[src/rtl/can_wb_host_seq.sv]
// Wishbone initiator that runs one CAN frame exchange per request: TX setup, send, poll, RX readback.
// Define CAN_WB_SEQ_IDCHK_EN to flag a received ID that differs from the requested one (status 3).
module can_wb_host_seq #(
  parameter logic [31:0] BASE_ADDR   = 32'h0000_0000,
  parameter int unsigned POLL_LIMIT  = 16,
  parameter int unsigned ACK_TIMEOUT = 8
) (
  input  logic        clk,
  input  logic        rst_n,
  input  logic        req_valid,
  output logic        req_ready,
  input  logic [10:0] req_id,
  input  logic [3:0]  req_len,
  input  logic [31:0] req_data0,
  input  logic [31:0] req_data1,
  output logic        rsp_valid,
  input  logic        rsp_ready,
  output logic [10:0] rsp_id,
  output logic [7:0]  rsp_data0,
  output logic [7:0]  rsp_data1,
  output logic [1:0]  rsp_status,
  output logic [31:0] wb_adr_o,
  output logic [31:0] wb_dat_o,
  input  logic [31:0] wb_dat_i,
  output logic        wb_we_o,
  output logic        wb_cyc_o,
  output logic        wb_stb_o,
  input  logic        wb_ack_i
);

  typedef enum logic [3:0] {
    StIdle, StWId, StWLen, StWD0, StWD1, StWCmd, StPoll, StRId, StRD0, StRD1, StRAck, StResp
  } state_e;

  state_e      state_q, state_d, launch_st;
  logic        launch;
  logic        cyc_q, cyc_d, we_q, we_d;
  logic [31:0] adr_q, adr_d, dat_q, dat_d;
  logic [7:0]  wdog_q, wdog_d, poll_q, poll_d;
  logic [10:0] id_q, id_d, rid_q, rid_d;
  logic [3:0]  len_q, len_d;
  logic [31:0] d0_q, d0_d, d1_q, d1_d;
  logic [7:0]  rd0_q, rd0_d, rd1_q, rd1_d;
  logic [1:0]  st_q, st_d;
  logic        unused_dat;

  assign unused_dat = ^wb_dat_i[31:11];

  function automatic logic [7:0] reg_off(state_e s);
    case (s)
      StWId:   return 8'h08;
      StWLen:  return 8'h0C;
      StWD0:   return 8'h10;
      StWD1:   return 8'h14;
      StWCmd:  return 8'h00;
      StPoll:  return 8'h04;
      StRId:   return 8'h18;
      StRD0:   return 8'h20;
      StRD1:   return 8'h24;
      StRAck:  return 8'h1C;
      default: return 8'h00;
    endcase
  endfunction

  always_comb begin
    state_d   = state_q;
    cyc_d     = cyc_q;
    we_d      = we_q;
    adr_d     = adr_q;
    dat_d     = dat_q;
    wdog_d    = wdog_q;
    poll_d    = poll_q;
    id_d      = id_q;
    len_d     = len_q;
    d0_d      = d0_q;
    d1_d      = d1_q;
    rid_d     = rid_q;
    rd0_d     = rd0_q;
    rd1_d     = rd1_q;
    st_d      = st_q;
    launch    = 1'b0;
    launch_st = StIdle;

    case (state_q)
      StIdle: begin
        if (req_valid) begin
          id_d      = req_id;
          len_d     = req_len;
          d0_d      = req_data0;
          d1_d      = req_data1;
          rid_d     = '0;
          rd0_d     = '0;
          rd1_d     = '0;
          st_d      = 2'd0;
          poll_d    = '0;
          state_d   = StWId;
          launch    = 1'b1;
          launch_st = StWId;
        end
      end
      StResp: begin
        if (rsp_ready) state_d = StIdle;
      end
      default: begin
        // cyc low in an access state is the gap cycle: start this state's access
        if (!cyc_q) begin
          launch    = 1'b1;
          launch_st = state_q;
        end else if (wb_ack_i) begin
          cyc_d = 1'b0;
          case (state_q)
            StWId:  state_d = StWLen;
            StWLen: state_d = StWD0;
            StWD0:  state_d = StWD1;
            StWD1:  state_d = StWCmd;
            StWCmd: state_d = StPoll;
            StPoll: begin
              if (wb_dat_i[0]) begin
                state_d = StRId;
              end else begin
                poll_d = poll_q + 8'd1;
                if (poll_d == 8'(POLL_LIMIT)) begin
                  st_d    = 2'd1;
                  state_d = StResp;
                end
              end
            end
            StRId: begin
              rid_d   = wb_dat_i[10:0];
              state_d = StRD0;
            end
            StRD0: begin
              rd0_d   = wb_dat_i[7:0];
              state_d = StRD1;
            end
            StRD1: begin
              rd1_d   = wb_dat_i[7:0];
              state_d = StRAck;
            end
            StRAck: begin
              st_d    = 2'd0;
`ifdef CAN_WB_SEQ_IDCHK_EN
              if (rid_q != id_q) st_d = 2'd3;
`endif
              state_d = StResp;
            end
            default: ;
          endcase
        end else if (wdog_q == 8'(ACK_TIMEOUT - 1)) begin
          cyc_d   = 1'b0;
          st_d    = 2'd2;
          state_d = StResp;
        end else begin
          wdog_d = wdog_q + 8'd1;
        end
      end
    endcase

    // id/len/data *_d already hold the freshly accepted request when launching from idle
    if (launch) begin
      cyc_d  = 1'b1;
      wdog_d = '0;
      adr_d  = BASE_ADDR + {24'b0, reg_off(launch_st)};
      we_d   = launch_st inside {StWId, StWLen, StWD0, StWD1, StWCmd};
      case (launch_st)
        StWId:   dat_d = {21'b0, id_d};
        StWLen:  dat_d = {28'b0, len_d};
        StWD0:   dat_d = d0_d;
        StWD1:   dat_d = d1_d;
        StWCmd:  dat_d = 32'h2;
        default: dat_d = '0;
      endcase
    end
  end

  always_ff @(posedge clk or negedge rst_n) begin
    if (!rst_n) begin
      state_q <= StIdle;
      cyc_q   <= 1'b0;
      we_q    <= 1'b0;
      adr_q   <= '0;
      dat_q   <= '0;
      wdog_q  <= '0;
      poll_q  <= '0;
      id_q    <= '0;
      len_q   <= '0;
      d0_q    <= '0;
      d1_q    <= '0;
      rid_q   <= '0;
      rd0_q   <= '0;
      rd1_q   <= '0;
      st_q    <= '0;
    end else begin
      state_q <= state_d;
      cyc_q   <= cyc_d;
      we_q    <= we_d;
      adr_q   <= adr_d;
      dat_q   <= dat_d;
      wdog_q  <= wdog_d;
      poll_q  <= poll_d;
      id_q    <= id_d;
      len_q   <= len_d;
      d0_q    <= d0_d;
      d1_q    <= d1_d;
      rid_q   <= rid_d;
      rd0_q   <= rd0_d;
      rd1_q   <= rd1_d;
      st_q    <= st_d;
    end
  end

  assign req_ready  = (state_q == StIdle);
  assign rsp_valid  = (state_q == StResp);
  assign rsp_id     = rid_q;
  assign rsp_data0  = rd0_q;
  assign rsp_data1  = rd1_q;
  assign rsp_status = st_q;
  assign wb_adr_o   = adr_q;
  assign wb_dat_o   = dat_q;
  assign wb_we_o    = we_q;
  assign wb_cyc_o   = cyc_q;
  assign wb_stb_o   = cyc_q;

endmodule

[config.mk]
export PLATFORM = sky130hd
export DESIGN_NAME = can_wb_host_seq
export DESIGN_NICKNAME = d
export VERILOG_FILES = /design/src/rtl/can_wb_host_seq.sv
export SDC_FILE = /design/constraint.sdc
export NUM_CORES = 1
export LEC_CHECK = 0
export ABC_CLOCK_PERIOD_IN_PS = 4700
export CAP_MARGIN = 20
export CORE_MARGIN = 2
export CORE_UTILIZATION = 53
export CTS_BUF_LIST = sky130_fd_sc_hd__clkbuf_16
export DETAILED_ROUTE_END_ITERATION = 12
export GPL_ROUTABILITY_DRIVEN = 0
export PLACE_DENSITY_LB_ADDON = 0.1
export SLEW_MARGIN = 20
export SYNTH_ARGS = -nofsm -noshare
export SYNTH_HDL_FRONTEND = slang
export SYNTH_SLANG_ARGS = --single-unit
[constraint.sdc]
create_clock -name clk -period 4.7 [get_ports clk]
set_input_delay 0.94 -clock clk [delete_from_list [all_inputs] [get_ports clk]]
set_output_delay 0.94 -clock clk [all_outputs]
set_load 0.01 [all_outputs]
# Yosys cells after proc, flatten, opt, wreduce, memory -nomap -nowiden
# Memory sizes are Yosys's and may differ from the RTL's. A register that Yosys moved wholly into a read port is not among the register bits.
# Index checks and enable logic that the tools add are counted.
# word_totals
regBits,170
latchBits,0
mem_bits_rw,0
rom_bits,64
inputBits,116
out_inout_bits,98
wordCells,130
n_memories,1
# memory_table
name,depth,width,rd,rd_ports_with_merged_regs,wr,line,source
(no name shown),16,4,1,1,0,50,case (s)
# op_classes
add_sub_neg,2
n_mul,0
n_div,0
order_cmp,0
eq_ne,29
n_shift,0
mux,61
n_bitwise,1
n_reduce_logical,21
# ops
cell,n
32-bit case mux with 5 select lines,1
32-bit two-way mux,4
8-bit two-way mux,16
11-bit two-way mux,6
8-bit case mux with 2 select lines,3
4-bit two-way mux,10
4-bit case mux with 10 select lines,1
"4-bit by 3-bit equality test with 1-bit output, second input constant",6
11-bit case mux with 2 select lines,1
"8-bit by 1-bit adder with 8-bit output, second input constant",2
"4-bit by 2-bit equality test with 1-bit output, second input constant",4
"4-bit equality test, second input constant",4
4-bit case mux with 2 select lines,2
5-bit AND reduction,3
2-bit nonzero test,7
"13-bit by 3-bit != test with 1-bit output, second input constant",1
2-bit two-way mux,6
6-bit AND reduction,2
"4-bit by 1-bit equality test with 1-bit output, second input constant",2
"8-bit by 3-bit equality test with 1-bit output, second input constant",1
"8-bit by 5-bit equality test with 1-bit output, second input constant",1
1-bit two-way mux,8
"4-bit != test, second input constant",2
2-bit case mux with 2 select lines,2
14 further kinds,19

# Depth between registers and ports, before layout
# logic_depth
depth_word,8
depth_mapped,16
depth_no_buf,12

# Worst setup path after synthesis
# No wires, ideal clock.
# synth_timing
path_kind,flip-flop to flip-flop
from,reg state_q[1]
to,"reg dat_q[5], in the netlist wb_dat_o[5]"
setup_time_ps,121
t_arrival_ps,2994
required_time_ps,4579
setup_slack_ps,1585
path_stages_with_launch,15
n_path_buf,4
path_cell_list,dfrtp_1 buf_6 or4_4 clkinv_2 nand2_1 nand3_1 clkbuf_1 nor2_1 ha_1 clkbuf_1 o211ai_1 clkbuf_1 a21oi_1 a311o_1 a22o_1
# synth_via
elab_chain_cells,4
elab_cells_between_ends,14
cone_classes,6 x eq/ne; 7 x mux; 1 x reduce/logical
# synth_rtl
item,line,source
from (decl),35,"state_e state_q, state_d, launch_st;"
from (signal assigned),178,state_q <= StIdle;
from (signal assigned),194,state_q <= state_d;
4-bit equality test (tied with other cells),84,case (state_q)
4-bit case mux with 2 select lines,84,
4-bit by 3-bit equality test with 1-bit output (tied with other cells),165,case (launch_st)
32-bit case mux with 5 select lines,165,
to (signal assigned),198,dat_q <= dat_d;
to (decl),38,"logic [31:0] adr_q, adr_d, dat_q, dat_d;"
# Parallel ways exist; a longest one is shown, timed or not.
# A chain may end at the register's enable or synchronous reset.

# Worst setup path in the final report
# layout_timing
from,reg state_q[1]
to,"reg dat_q[27], in the netlist wb_dat_o[27]"
# The elaborated chain is that of the path after synthesis.

==> summary.txt <==
result of the run: complete, no violations
worst-path maximum fanout: 31
proportion of register bits with asynchronous set or reset after synthesis: 100%
layout overhead on the synthesized area: 27.8%
Slew HR: 40.6%
Die X: 126 um
share of post-route cells with drive strength above 1: 15.1%
clock tree from TritonCTS: built
Inserted Diodes: 0
shortest period the worst path allows: 3.67 ns
sum of overflow across all layers after global routing: 0
max cap viols: 0
final worst path period share: 78.1%
number of slew-limit violations in the final report: 0
most frequently used flop master after synthesis: dfrtp_1
vias per cell: 5.96
overall global routing resource usage: 24.7%
Leakage: 0.00444 uW
Post-DP Area: 9600 um2
slowest cell delay on critical path: 0.76 ns
sort of element at the end of the critical path: flop
synth warn: 0
maximum achievable frequency: 272 MHz
1st-iter DRT viols: 537
sequential cell area fraction in the yosys report: 52.3%
post-detailed-route count of antenna-violating nets: 0
DIE HEIGHT: 126 um
CP cell instances: or4_4 -> clkinv_2 -> nand2_1 -> nand3_2 -> nor2_1 -> ha_1 -> o21ai_0 -> nand4_1 -> and2_1 -> buf_4 -> a22o_1
Worst EP arrival: 4.03 ns
clock-pin slew reported for the worst setup and hold paths after clock tree synthesis: 0.06 ns
Syn Std Cell Area: 7940 um2
pin count of the biggest net entering global routing: 96
Row Count: 44
post-CTS repair timing setup buffer count: 0
DR pass1 iterations: 5
number of design rule violations left after detail routing: 0
Sinks on Clock Net: 166
critical path data required time: 5.05 ns
number of CTS-inserted buffers: 17
Hold Crit Class: flop to flop
antenna violations before repair: 0
count of cells resized by post-cts repair: 0
kind of launch point of the worst setup path: flop
Detailed Route WL: 19800 um
total count of hold-check failures in the final report: 0
RSZ-0062 raised after global routing: false
standard cell core area: 14600 um2
I/O Buffers: 164
category of the critical setup timing path: flop to flop
Layout fillers: 1057
summed negative setup slack over all endpoints: 0 ns
final net count: 981
buffers and inverters on the worst path: 2
top post-synthesis cells by area: dfrtp_1 (52%), mux2_2 (10%), a22o_1 (4.2%), nand2_1 (3.2%), buf_4 (3.1%)
pin slew with the least headroom to its limit: 0.883 ns
Max H-tree Level: 4
Initial Utilization: 54.4%
first-pass GRT wire length: 31700 um
library cell used as clock root buffer: clkbuf_16
flip-flop and latch count after synthesis: 166
clk_lat worst skew: 0.42 ns
clock skew: 0.00487 ns
kind of cell adding the most delay to the critical path: simple AND/OR/NAND/NOR gates
DPL Wire Length: 13100 um
power density normalized to cell area: 569 nW/um2
Final Cell Area: 10100 um2
number of buffers between clock root and the deepest sink: 2
post-synthesis cell count: 712
portion of synthesized cell area occupied by the leading cell type: 52.3%
post-synthesis average cell area: 11.1 um2
top-level I/O count: 214
hold_buf cts: 0
vias in the first global route: 6249
average wire length per cell after detail routing: 18.8 um
Setup-failing EPs final: 0
number of distinct library cells after synthesis: 61
vias after detailed routing: 6277
floorplan die area: 16000 um2
slowest stage cell, crit path: dfrtp_1
Post-synth EDFFs: 0
largest voltage drop on the vdd net: 0.295 mV
post-synth top area cell: dfrtp_1
## metal layers
layer	GRT usage, %	vias to the layer above	wire length (um)
li1	-	2852	-
met1	33.2	3159	8640
met2	40.3	249	9690
met3	6.03	17	1290
met4	6.53	0	178
met5	0	-	0
## worst reg2reg max path, stage by stage (launching register included)
cell and delay [ns]:
dfrtp_1 0.76, or4_4 0.50, clkinv_2 0.19, nand2_1 0.13, nand3_2 0.08, nor2_1 0.22, ha_1 0.59, o21ai_0 0.20
nand4_1 0.15, and2_1 0.24, buf_4 0.36, a22o_1 0.20
## report_power, final
part | internal (uW) | switching [uW] | leakage, uW
Combinational | 1060 | 1210 | 0.00202
Clock | 764 | 543 | 0.000279
Sequential | 1940 | 247 | 0.00214
## cell usage in the layout (no fill, tap or decap), drive strengths merged, types with 3 or more instances in the layout
cell,n
dfrtp,166
clkdlybuf4s50,163
mux2,74
nand2,68
o21ai,40
a22o,38
a21oi,31
nand3,29
conb,28
nor2,25
a32o,23
buf,18
clkbuf,17
inv,14
and2,13
clkinv,9
nand4,8
a311o,8
a32oi,7
ha,7
nor3,6
and3,6
a22oi,6
a31oi,5
nand2b,5
mux2i,4
xnor2,4
o31ai,3
xor2,3
o211ai,3
o2bb2ai,3
## cell usage after synthesis, types with 3 or more instances
| cell | number |
|---|---|
| a21oi_1 | 30 |
| a22o_1 | 38 |
| a22oi_1 | 6 |
| a311o_1 | 8 |
| a31oi_1 | 5 |
| a32o_1 | 23 |
| a32oi_1 | 7 |
| and2_1 | 13 |
| and3_1 | 6 |
| buf_2 | 10 |
| buf_4 | 33 |
| buf_6 | 5 |
| clkbuf_1 | 32 |
| dfrtp_1 | 166 |
| ha_1 | 7 |
| inv_1 | 9 |
| mux2_2 | 72 |
| mux2i_1 | 4 |
| nand2_1 | 68 |
| nand2b_1 | 5 |
| nand3_1 | 29 |
| nand4_1 | 8 |
| nor2_1 | 25 |
| nor3_1 | 6 |
| o211ai_1 | 3 |
| o21ai_0 | 40 |
| o2bb2ai_1 | 3 |
| o31ai_1 | 3 |
| xnor2_1 | 4 |
| xor2_1 | 3 |
## kinds of logic after synthesis
logic type / after synthesis / synth area share (%)
adders and majority gates: 7 / 1.10
buffers and inverters: 93 / 6.60
DFF: 166 / 52.3
and+or+nand+nor: 176 / 10.8
muxes: 78 / 11.1
other: 1 / 0.0472
AOI/OAI and AO/OA: 184 / 17.3
xor gates and xnor gates: 7 / 0.772
## final timing paths
path	startpoint	end	slack [ns]	cells after the start
worst max-delay path	state_q[1]	wb_dat_o[27]	1.03	11
worst min-delay path	wb_we_o	wb_we_o	0.48	2
worst max register to register	state_q[1]	wb_dat_o[27]	1.03	11
worst min register to register	wb_we_o	wb_we_o	0.48	2
max in group asynchronous	rst_n	d0_q[12]	3.07	2
min in group asynchronous	rst_n	wdog_q[4]	0.60	1
## final cells by class
type	count	area (um2)	share of cell area [%]
flip-flops and latches	166	4150	41.0
multi-input cells	480	3400	33.5
repair buffers	181	1770	17.5
clock buffers	17	425	4.19
well taps	184	230	2.27
clock inverters	14	119	1.17
inverters	12	46.3	0.456
## flip-flops by register name, indices dropped and copies added (netlist names)
register / count
id_q: 11
d1_q: 32
wdog_q: 8
len_q: 4
poll_q: 8
rsp_data0: 8
wb_dat_o: 32
rsp_status: 2
wb_we_o: 1
rsp_data1: 8
d0_q: 32
state_q: 4
wb_cyc_o: 1
wb_adr_o: 4
rsp_id: 11
## through the flow
step           worst slack, ns  cells  total power, uW  hold slack (ns)  utilization [%]
2_1_floorplan             1.59    739             3620            0.446                -
3_5_place_dp             0.855   1023             4480            0.468             65.8
5_1_grt                  0.809   1054             6110            0.499             69.5
6_report                  1.03   1054             5770            0.479             69.5
4_1_cts                   1.03   1054             5800            0.483             69.5
3_3_place_gp             0.920   1023             4380            0.458             65.8
No activity file was read; power rests on OpenSTA's default activity.
